[config.mk]
export PLATFORM = sky130hd
export DESIGN_NAME = muldiv_unit
export DESIGN_NICKNAME = d
export VERILOG_FILES = /design/src/rtl/muldiv_unit.sv
export SDC_FILE = /design/constraint.sdc
export NUM_CORES = 1
export LEC_CHECK = 0
export BUFFER_PORTS_ARGS = -buffer_cell sky130_fd_sc_hd__buf_2
export CAP_MARGIN = 40
export CORE_UTILIZATION = 54
export CTS_BUF_LIST = sky130_fd_sc_hd__clkbuf_2
export CTS_CLUSTER_DIAMETER = 80
export DETAILED_ROUTE_END_ITERATION = 16
export HOLD_SLACK_MARGIN = 0.06
export PLACE_DENSITY = 0.74
export SYNTH_ARGS = -nofsm -noshare
export SYNTH_HDL_FRONTEND = slang
export SYNTH_SLANG_ARGS = --single-unit
[constraint.sdc]
create_clock -name clk -period 10.13 [get_ports clk]
set_input_delay 0.5065 -clock clk [delete_from_list [all_inputs] [get_ports clk]]
set_output_delay 0.5065 -clock clk [all_outputs]
set_load 0.005 [all_outputs]
[src/rtl/muldiv_unit.sv]
// MIPS multiply/divide unit with architectural HI/LO: iterative shift-add multiply and restoring divide.
// Define MULDIV_FAST_MUL_EN to compute MULT/MULTU with a single-cycle multiplier instead of iterating.
module muldiv_unit #(
    parameter int WIDTH = 32
) (
    input  logic             clk,
    input  logic             rst_n,
    input  logic             start,
    input  logic [1:0]       op,
    input  logic [WIDTH-1:0] src_a,
    input  logic [WIDTH-1:0] src_b,
    input  logic             hi_we,
    input  logic             lo_we,
    input  logic [WIDTH-1:0] wdata,
    output logic             busy,
    output logic             done,
    output logic [WIDTH-1:0] hi,
    output logic [WIDTH-1:0] lo
);

    localparam int CW = (WIDTH > 1) ? $clog2(WIDTH) : 1;
    localparam logic [1:0] IDLE = 2'd0;
    localparam logic [1:0] CALC = 2'd1;
    localparam logic [1:0] FIX  = 2'd2;

    logic [1:0]         state;
    logic [CW-1:0]      cnt;
    logic               fix_phase;
    logic               is_div;
    logic               div_zero;
    logic               neg_res;
    logic               neg_rem;
    logic [WIDTH-1:0]   mag_a;
    logic [WIDTH-1:0]   mag_b;
    logic [WIDTH-1:0]   raw_a;
    logic [2*WIDTH-1:0] acc;

    // op[0] set means unsigned, so sign bits only matter for MULT/DIV
    logic             a_neg;
    logic             b_neg;
    logic [WIDTH-1:0] abs_a;
    logic [WIDTH-1:0] abs_b;
    assign a_neg = ~op[0] & src_a[WIDTH-1];
    assign b_neg = ~op[0] & src_b[WIDTH-1];
    assign abs_a = a_neg ? -src_a : src_a;
    assign abs_b = b_neg ? -src_b : src_b;

    // Multiply keeps {partial, multiplier} in acc; divide keeps {remainder, quotient}
    logic [WIDTH:0]     mul_sum;
    logic [WIDTH:0]     div_diff;
    logic [2*WIDTH-1:0] mul_next;
    logic [2*WIDTH-1:0] div_next;
    assign mul_sum  = {1'b0, acc[2*WIDTH-1:WIDTH]} + (acc[0] ? {1'b0, mag_a} : '0);
    assign mul_next = {mul_sum, acc[WIDTH-1:1]};
    assign div_diff = acc[2*WIDTH-1:WIDTH-1] - {1'b0, mag_b};
    assign div_next = div_diff[WIDTH] ? {acc[2*WIDTH-2:0], 1'b0}
                                      : {div_diff[WIDTH-1:0], acc[WIDTH-2:0], 1'b1};

`ifdef MULDIV_FAST_MUL_EN
    logic [2*WIDTH-1:0] prod;
    assign prod = {{WIDTH{1'b0}}, mag_a} * {{WIDTH{1'b0}}, mag_b};
`endif

    logic [2*WIDTH-1:0] fixed;
    always_comb begin
        fixed = acc;
        if (is_div) begin
            if (div_zero) begin
                fixed = {raw_a, {WIDTH{1'b1}}};
            end else begin
                fixed[2*WIDTH-1:WIDTH] = neg_rem ? -acc[2*WIDTH-1:WIDTH] : acc[2*WIDTH-1:WIDTH];
                fixed[WIDTH-1:0]       = neg_res ? -acc[WIDTH-1:0] : acc[WIDTH-1:0];
            end
        end else begin
`ifdef MULDIV_FAST_MUL_EN
            fixed = neg_res ? -prod : prod;
`else
            fixed = neg_res ? -acc : acc;
`endif
        end
    end

    // FIX takes two cycles: sign correction is registered before HI/LO are committed
    always_ff @(posedge clk or negedge rst_n) begin
        if (!rst_n) begin
            state     <= IDLE;
            cnt       <= '0;
            fix_phase <= 1'b0;
            is_div    <= 1'b0;
            div_zero  <= 1'b0;
            neg_res   <= 1'b0;
            neg_rem   <= 1'b0;
            mag_a     <= '0;
            mag_b     <= '0;
            raw_a     <= '0;
            acc       <= '0;
            busy      <= 1'b0;
            done      <= 1'b0;
            hi        <= '0;
            lo        <= '0;
        end else begin
            done <= 1'b0;
            case (state)
                IDLE: begin
                    if (start) begin
                        mag_a     <= abs_a;
                        mag_b     <= abs_b;
                        raw_a     <= src_a;
                        is_div    <= op[1];
                        div_zero  <= op[1] & (src_b == '0);
                        neg_res   <= a_neg ^ b_neg;
                        neg_rem   <= a_neg;
                        acc       <= op[1] ? {{WIDTH{1'b0}}, abs_a} : {{WIDTH{1'b0}}, abs_b};
                        cnt       <= '0;
                        fix_phase <= 1'b0;
                        busy      <= 1'b1;
`ifdef MULDIV_FAST_MUL_EN
                        state     <= op[1] ? CALC : FIX;
`else
                        state     <= CALC;
`endif
                    end else begin
                        if (hi_we) hi <= wdata;
                        if (lo_we) lo <= wdata;
                    end
                end
                CALC: begin
                    acc <= is_div ? div_next : mul_next;
                    if (cnt == CW'(WIDTH - 1)) begin
                        cnt   <= '0;
                        state <= FIX;
                    end else begin
                        cnt <= cnt + CW'(1);
                    end
                end
                FIX: begin
                    if (!fix_phase) begin
                        acc       <= fixed;
                        fix_phase <= 1'b1;
                    end else begin
                        hi        <= acc[2*WIDTH-1:WIDTH];
                        lo        <= acc[WIDTH-1:0];
                        done      <= 1'b1;
                        busy      <= 1'b0;
                        fix_phase <= 1'b0;
                        state     <= IDLE;
                    end
                end
                default: state <= IDLE;
            endcase
        end
    end

endmodule

==> out/summary.json, run 1 <==
{
  "status": "finished, final reports clean",
  "critPathMaxStageDelay_ns": 0.93,
  "critical_path_buf_inv_count": 0,
  "detail_route.first_pass.iterations": 9,
  "setup_viol": 0,
  "async_set_or_reset_flop_fraction_in_the_synthesized_netlist": 1.00,
  "r2r_setup_slack_ns": 5.94,
  "cp_cell_sequence": "ha_1 -> nand4_1 -> nor4_1 -> o21ai_0 -> a2111oi_0 -> o221ai_1 -> o21ai_0 -> xor2_1 -> nand3_1 -> a32oi_1",
  "slowest_stage": "sky130_fd_sc_hd__a2111oi_0",
  "yosys.cell_types.count": 83,
  "critPathRequiredTime_ns": 11.01,
  "max-clock-path-buffers": 3,
  "grt_usage": 0.452,
  "register_bit_count_reported_by_yosys": 237,
  "gate_count_post_synth": 2335,
  "worst_ep_arrival_time_ns": 5.08,
  "wl_met3_um": 9510,
  "power_mw": 6.42,
  "worstPathMaxFanout": 12,
  "yosys_most_used_dff": "sky130_fd_sc_hd__dfrtp_1",
  "timing.slew.headroom": 0.345,
  "grt_pass1_vias": 18900,
  "number_of_nets_in_the_layout": 2730,
  "clock-skew-final_ns": 0.0641,
  "num_io_pins": 169,
  "dpl-instance-area_sq_mm": 0.0196,
  "cts_repair_resize_count": 0,
  "r2r.worst_path.cells": 10,
  "crit_type": "reg -> reg",
  "rsz0062_at_grt": "false",
  "timing.critical_path.max_delay_family": "compound AO/OA/AOI/OAI gates",
  "fmax_mhz": 239,
  "cts.htree.levels": 3,
  "post_synth_instance_area_sq_mm": 0.0185,
  "end_kind": "flop",
  "routedLengthMet1_um": 31500,
  "timing.final.crit_share": 0.414,
  "cp_launch_type": "flop",
  "path_category_of_the_worst_min_delay_check": "in -> reg",
  "cts_made_buffers": 69,
  "drive_gt1_frac": 0.143,
  "drt-wirelength-per-cell_um": 26.2,
  "die_width_um": 187,
  "cts_clock_pin_slew_for_the_worst_setup_and_hold_paths_ns": 0.11,
  "setup_slack_ns": 5.94,
  "p_leak_nw": 9.25,
  "clock_sinks": 237,
  "synthesis.area_per_instance_sq_um": 7.91,
  "synth_sequential_area_ratio": 0.321,
  "transition_time_at_the_pin_with_the_least_slew_margin_ns": 0.957,
  "die_height_um": 187,
  "drt-vias-per-instance": 6.65,
  "largest_net_degree_at_the_start_of_global_routing": 115,
  "critical-path-top-cell-by-count": "sky130_fd_sc_hd__o21ai_0",
  "cts_setup_buffers": 0,
  "hold-path-endpoint": "mag_b[29]",
  "worst_r2r_endpoint": "acc[59]",
  "ir_worst_vdd_mv": 0.203,
  "initialDrtViolationCount": 2549,
  "gr-total-overflow": 0,
  "final.min_clock_period_ns": 4.19,
  "vias": 20200,
  "hold-path-cell-count": 3,
  "filler_instances": 2899,
  "hold-worst-slack_ns": 0.113,
  "cts-root-buf": "sky130_fd_sc_hd__clkbuf_2",
  "die_area_sq_mm": 0.0350,
  "cap_viol_max_count": 0,
  "routed-wl-met2_um": 33700,
  "final_hold_viol_count": 0,
  "drt.antenna.violating_nets": 0,
  "tritoncts": "built",
  "design_area_sq_mm": 0.0213,
  "grt_antenna_before_repair": 5,
  "fin_setup_tns_ns": 0,
  "dp_slack_ns": 6.16,
  "regToRegStartpoint": "acc[41]",
  "place_congestion": 1.07,
  "port-buffer-count": 168,
  "placeableCoreArea_sq_mm": 0.0336,
  "timing_max_transition_violations_final": 0,
  "initial_core_util": 0.550,
  "wire_length_of_the_first_global_routing_pass_um": 118000,
  "hpwl_um": 58100,
  "area_growth_pct": 15.2,
  "detail_route.drc_violations": 0,
  "placementRows": 67,
  "clock_latency_ns": 1.00,
  "pwr_density_cell_mw_per_mm2": 301,
  "start_point_of_the_worst_hold_path": "src_b[29]",
  "wl_um": 79900,
  "synth_enable_flop_cells": 0,
  "synth_warn": 0,
  "top_signal_layer_used": "met5",
  "synthesis.nets": 2514
}
[layout by cell type, fill, tap and decap left out, types with 64 or more instances in the layout]
cell / instances
sky130_fd_sc_hd__a21oi_1: 297
sky130_fd_sc_hd__nand2_1: 195
sky130_fd_sc_hd__xor2_1: 65
sky130_fd_sc_hd__inv_1: 73
sky130_fd_sc_hd__nor3_1: 64
sky130_fd_sc_hd__ha_1: 73
sky130_fd_sc_hd__dfrtp_1: 236
sky130_fd_sc_hd__dlygate4sd3_1: 108
sky130_fd_sc_hd__clkbuf_2: 96
sky130_fd_sc_hd__buf_2: 167
sky130_fd_sc_hd__nor2_1: 220
sky130_fd_sc_hd__o21ai_0: 227
sky130_fd_sc_hd__xnor2_1: 87
[power breakdown]
part | internal (mW) | switching (mW) | leakage (nW) | total [mW]
combinational | 1.41 | 2.31 | 5.95 | 3.72
clock | 0.279 | 0.453 | 0.460 | 0.732
sequential | 1.37 | 0.601 | 2.84 | 1.97
[tightest hold or removal path, stage by stage]
cell	delay (ns)
sky130_fd_sc_hd__buf_2	0.12
sky130_fd_sc_hd__xor2_1	0.21
sky130_fd_sc_hd__o21ai_0	0.20
[synth_stat cells (11+ instances only)]
library cell / count / area (sq um)
sky130_fd_sc_hd__a31oi_1: 19 / 119
sky130_fd_sc_hd__xor2_1: 65 / 569
sky130_fd_sc_hd__o211ai_1: 38 / 285
sky130_fd_sc_hd__o22ai_1: 11 / 68.8
sky130_fd_sc_hd__nor3_1: 64 / 320
sky130_fd_sc_hd__nor4_1: 29 / 181
sky130_fd_sc_hd__and2_1: 45 / 282
sky130_fd_sc_hd__ha_1: 74 / 926
sky130_fd_sc_hd__a21oi_1: 299 / 1500
sky130_fd_sc_hd__o221ai_1: 12 / 105
sky130_fd_sc_hd__a22oi_1: 12 / 90.1
sky130_fd_sc_hd__a21o_1: 26 / 195
sky130_fd_sc_hd__or4_1: 15 / 113
sky130_fd_sc_hd__and3_1: 14 / 87.6
sky130_fd_sc_hd__inv_1: 73 / 274
sky130_fd_sc_hd__buf_1: 12 / 45.0
sky130_fd_sc_hd__nand2b_1: 24 / 150
sky130_fd_sc_hd__a211oi_1: 19 / 143
sky130_fd_sc_hd__nand4_1: 19 / 119
sky130_fd_sc_hd__a221oi_1: 11 / 96.3
sky130_fd_sc_hd__dfrtp_1: 237 / 5930
sky130_fd_sc_hd__o21ai_0: 228 / 1140
sky130_fd_sc_hd__clkbuf_1: 141 / 529
sky130_fd_sc_hd__nor2b_1: 47 / 294
sky130_fd_sc_hd__o31ai_1: 19 / 143
sky130_fd_sc_hd__mux2_2: 44 / 495
sky130_fd_sc_hd__nand2_1: 196 / 736
sky130_fd_sc_hd__xnor2_1: 87 / 762
sky130_fd_sc_hd__nand3_1: 36 / 180
sky130_fd_sc_hd__or3_1: 13 / 81.3
sky130_fd_sc_hd__mux2i_1: 51 / 510
sky130_fd_sc_hd__nor2_1: 220 / 826
[layout make-up]
cell class	instances	area, sq um	share of cell area
Timing Repair Buffer	308	2240	0.105
Antenna cell	4	10.0	0.000470
Multi-Input combinational cell	1861	11700	0.549
Clock inverter	18	98.8	0.00464
Sequential cell	237	5930	0.279
Clock buffer	96	480	0.0226
Tap cell	448	561	0.0263
Inverter	74	278	0.0130
[per-stage QoR]
step           cells   util
3_3_place_gp    2812  0.580
3_5_place_dp    2820  0.584
5_1_grt         3043  0.633
2_1_floorplan   2335      -
6_report        3046  0.633
4_1_cts         3042  0.633
[sequential cells by signal, indices dropped and copies added, names as in the netlist]
| register | cells |
|---|---|
| acc | 64 |
| hi | 32 |
| lo | 32 |
| mag_a | 32 |
| mag_b | 32 |
| raw_a | 31 |
| cnt | 5 |
| state | 2 |
| busy | 1 |
| div_zero | 1 |
| done | 1 |
| fix_phase | 1 |
| is_div | 1 |
| neg_rem | 1 |
| neg_res | 1 |
[cell families (layout without fill, tap and decap cells)]
group           Yosys count  count (layout)  synth area share
xor+xnor                152             152            0.0720
other cells               0               4                 0
buf+inv                 237             496            0.0492
simple gates            762             762             0.202
flops                   237             237             0.321
fa+ha+maj                76              76            0.0523
mux                      95              95            0.0544
compound gates          776             776             0.249
[metal layers]
metal	vias to the layer above	track usage
li1	8868	-
met1	9611	0.599
met2	1478	0.663
met3	285	0.120
met4	2	0.268
met5	-	0
[what timing repair did]
action                     4_1_cts  5_1_grt
hold buffers                   108        0
hold endpoints to repair       259        0
setup endpoints to repair        0        0
[how the worst max path moves through the flow]
stage | start | cells after the start | to
2_1_floorplan | acc[0] | 15 | acc[59]
3_3_place_gp | acc[0] | 14 | acc[59]
3_5_place_dp | acc[54] | 11 | acc[41]
4_1_cts | acc[32] | 12 | acc[58]
5_1_grt | acc[54] | 11 | acc[58]
6_report | acc[41] | 10 | acc[59]
Power figures use the tool's default switching activity.
==> inputs of run 2 (changes only) <==
Settings changed: PLACE_DENSITY 0.74 to 0.76.
Clock period 10.13 ns to 3.8 ns, I/O delays scaled along.
==> run 2 against run 1 <==
Combinational power grew to 3.0 times the previous value; final cell count increased by 4.9%; global-route usage increased by 4.2 points; fmax increased by 14%; wire length up 9.2%; final area rose by 6.3%; via count is 5.9% higher; largest power group unchanged; utilization rose by 4.0 points; highest routed layer unchanged; largest cell class unchanged; critical path depth grew 4; sequential cell count is the same; register-to-register slack got worse by 5.8 ns.
==> out/summary.json, run 2 (synthesis results as in run 1) <==
{
  "gr-total-overflow": {"value": 0, "change": "unchanged"},
  "crit_type": "reg -> reg",
  "hold-worst-slack": {"value": 0.140, "unit": "ns", "change": "+0.0279 ns"},
  "power.clock.fraction": {"value": 0.119, "change": "+0.005"},
  "cts.htree.levels": {"value": 3, "change": "unchanged"},
  "end_kind": "flop",
  "multi_input_combinational_cell_area": {"value": 0.0117, "unit": "sq mm", "change": "+0.11%"},
  "die_height": {"value": 187, "unit": "um", "change": "unchanged"},
  "p_leak": {"value": 9.93, "unit": "nW", "change": "+7.4%"},
  "clock_latency": {"value": 1.04, "unit": "ns", "change": "+0.04 ns"},
  "timing.slew.headroom": {"value": 0.310, "change": "-0.0352"},
  "timing.final.crit_share": {"value": 0.965, "change": "+0.551"},
  "die_width": {"value": 187, "unit": "um", "change": "unchanged"},
  "cp_launch_type": "flop",
  "initialDrtViolationCount": {"value": 2837, "change": "+11%"},
  "wl": {"value": 87300, "unit": "um", "change": "+9.2%"},
  "comb_power_frac": {"value": 0.606, "change": "+0.027"},
  "largest_register": "acc",
  "num_io_pins": {"value": 169, "change": "unchanged"},
  "worstPathMaxFanout": {"value": 5, "change": "-7"},
  "grt_antenna_before_repair": {"value": 13, "change": "+8"},
  "final_hold_viol_count": {"value": 0, "change": "unchanged"},
  "ir_worst_vdd": {"value": 0.656, "unit": "mV", "change": "+220%"},
  "placeableCoreArea": {"value": 0.0336, "unit": "sq mm", "change": "unchanged"},
  "cts-root-buf": "sky130_fd_sc_hd__clkbuf_2",
  "initial_core_util": {"value": 0.550, "change": "unchanged"},
  "number_of_nets_in_the_layout": {"value": 2870, "change": "+5.1%"},
  "path_category_of_the_worst_min_delay_check": "in -> reg",
  "filler_instances": {"value": 2673, "change": "-7.8%"},
  "final.min_clock_period": {"value": 3.67, "unit": "ns", "change": "-0.524 ns"},
  "setup_viol": {"value": 0, "change": "unchanged"},
  "grt_usage": {"value": 0.494, "change": "+0.0417"},
  "internal_pwr_total": {"value": 8.70, "unit": "mW", "change": "+190%"},
  "port-buffer-count": {"value": 168, "change": "unchanged"},
  "placementRows": {"value": 67, "change": "unchanged"},
  "cts_clock_pin_slew_for_the_worst_setup_and_hold_paths": {"value": 0.13, "unit": "ns", "change": "+0.02 ns"},
  "max-clock-path-buffers": {"value": 3, "change": "unchanged"},
  "tritoncts": "built",
  "worst_ep_arrival_time": {"value": 4.54, "unit": "ns", "change": "-0.54 ns"},
  "area_growth_pct": 22.5,
  "grt_pass1_vias": {"value": 20300, "change": "+7.5%"},
  "cts_setup_buffers": {"value": 0, "change": "unchanged"},
  "cts_made_buffers": {"value": 70, "change": "+1.4%"},
  "hpwl": {"value": 59700, "unit": "um", "change": "+2.8%"},
  "timing_max_transition_violations_final": {"value": 0, "change": "unchanged"},
  "dpl-instance-area": {"value": 0.0202, "unit": "sq mm", "change": "+3.1%"},
  "detail_route.first_pass.iterations": {"value": 8, "change": "-1"},
  "p_switching": {"value": 9.56, "unit": "mW", "change": "+180%"},
  "largest_reg_flops": {"value": 64, "change": "unchanged"},
  "status": "finished, final reports clean",
  "drive_gt1_frac": {"value": 0.165, "change": "+0.0219"},
  "share_seq_of_total_power": {"value": 0.274, "change": "-0.033"},
  "vias": {"value": 21400, "change": "+5.9%"},
  "pwr_density_cell": {"value": 807, "unit": "mW/mm^2", "change": "+170%"},
  "clock_sinks": {"value": 237, "change": "unchanged"},
  "commonest_cells_after_routing_fill_and_taps_aside": "sky130_fd_sc_hd__a21oi_1, sky130_fd_sc_hd__dfrtp_1, sky130_fd_sc_hd__o21ai_0",
  "fin_setup_tns": {"value": 0, "unit": "ns", "change": "unchanged"},
  "power_switching_share": {"value": 0.523, "change": "-0.000694"},
  "largest_net_degree_at_the_start_of_global_routing": {"value": 125, "change": "+8.7%"},
  "clock-skew-final": {"value": 0.0982, "unit": "ns", "change": "+0.0341 ns"},
  "design_area": {"value": 0.0226, "unit": "sq mm", "change": "+6.3%"},
  "cap_viol_max_count": {"value": 0, "change": "unchanged"},
  "seq_area": {"value": 0.00593, "unit": "sq mm", "change": "unchanged"},
  "die_area": {"value": 0.0350, "unit": "sq mm", "change": "unchanged"},
  "final_common_cell": "sky130_fd_sc_hd__a21oi_1",
  "drt-vias-per-instance": {"value": 6.71, "change": "+0.95%"},
  "r2r_setup_slack": {"value": 0.13, "unit": "ns", "change": "-5.81 ns"},
  "place_congestion": {"value": 1.05, "change": "-2.2%"},
  "detail_route.drc_violations": {"value": 0, "change": "unchanged"},
  "critPathRequiredTime": {"value": 4.67, "unit": "ns", "change": "-6.34 ns"},
  "rsz0062_at_grt": "false",
  "drt-wirelength-per-cell": {"value": 27.3, "unit": "um", "change": "+4.2%"},
  "fmax": {"value": 273, "unit": "MHz", "change": "+14%"},
  "transition_time_at_the_pin_with_the_least_slew_margin": {"value": 1.03, "unit": "ns", "change": "+0.0754 ns"},
  "drt.antenna.violating_nets": {"value": 0, "change": "unchanged"},
  "wire_length_of_the_first_global_routing_pass": {"value": 129000, "unit": "um", "change": "+9.0%"}
}
run 2: layout make-up:
cell class	count	share of cell area
Antenna cell	5	0.000553
Clock buffer	97	0.0214
Timing Repair Buffer	447	0.155
Multi-Input combinational cell	1861	0.517
Tap cell	448	0.0248
Sequential cell	237	0.262
Clock inverter	25	0.00735
Inverter	74	0.0123
run 2: timing repair:
item	in CTS	in global routing
endpoints found under the setup margin	0	3
endpoints found under the hold margin	435	0
gates resized for setup	0	4
hold buffers	171	0
run 2: worst max-delay path, cell delays in order (launching register included):
cell	delay, ns
sky130_fd_sc_hd__dfrtp_1	0.41
sky130_fd_sc_hd__inv_1	0.10
sky130_fd_sc_hd__ha_1	0.37
sky130_fd_sc_hd__o211ai_1	0.10
sky130_fd_sc_hd__a21oi_1	0.30
sky130_fd_sc_hd__buf_4	0.20
sky130_fd_sc_hd__o21ai_0	0.24
sky130_fd_sc_hd__a2111oi_2	0.45
sky130_fd_sc_hd__buf_4	0.17
sky130_fd_sc_hd__o221ai_1	0.11
sky130_fd_sc_hd__buf_4	0.17
sky130_fd_sc_hd__o31a_1	0.32
sky130_fd_sc_hd__xnor2_1	0.27
sky130_fd_sc_hd__nor2_1	0.09
sky130_fd_sc_hd__o211ai_1	0.19
run 2: power by group through the flow:
| stage | registers (mW) | clock network, mW | logic [mW] |
|---|---|---|---|
| 4_1_cts | 4.84 | 2.12 | 10.5 |
| 3_3_place_gp | 4.83 | 0 | 10.1 |
| 6_report | 5.01 | 2.18 | 11.1 |
| 2_1_floorplan | 4.29 | 0 | 6.96 |
| 5_1_grt | 5.06 | 2.29 | 11.8 |
| 3_5_place_dp | 4.89 | 0 | 10.2 |
run 2: worst paths after layout:
kind | from | endpoint | depth (start not counted)
max | mag_b[4] | acc[63] | 14
min | src_a[10] | raw_a[10] | 3
max reg2reg | mag_b[4] | acc[63] | 14
min reg2reg | mag_a[11] | mag_a[11] | 2
max in group asynchronous | rst_n | mag_b[9] | 5
min in group asynchronous | rst_n | acc[22] | 4
run 2: layer usage:
layer / vias up / share of wire / track usage
met5: - / 0.00093 / 0
met4: 12 / 0.076 / 0.324
met3: 446 / 0.13 / 0.147
met2: 1818 / 0.41 / 0.710
met1: 10000 / 0.38 / 0.645
li1: 9154 / - / -
run 2: stage by stage:
step	utilization	std cells	power (mW)	worst slack, ns
floorplan	-	2335	11.2	0.245
global placement	0.601	2893	14.9	0.183
detailed placement	0.602	2895	15.1	0.242
CTS	0.672	3188	17.5	0.156
global route	0.673	3192	19.1	0.0256
finish	0.673	3194	18.3	0.132
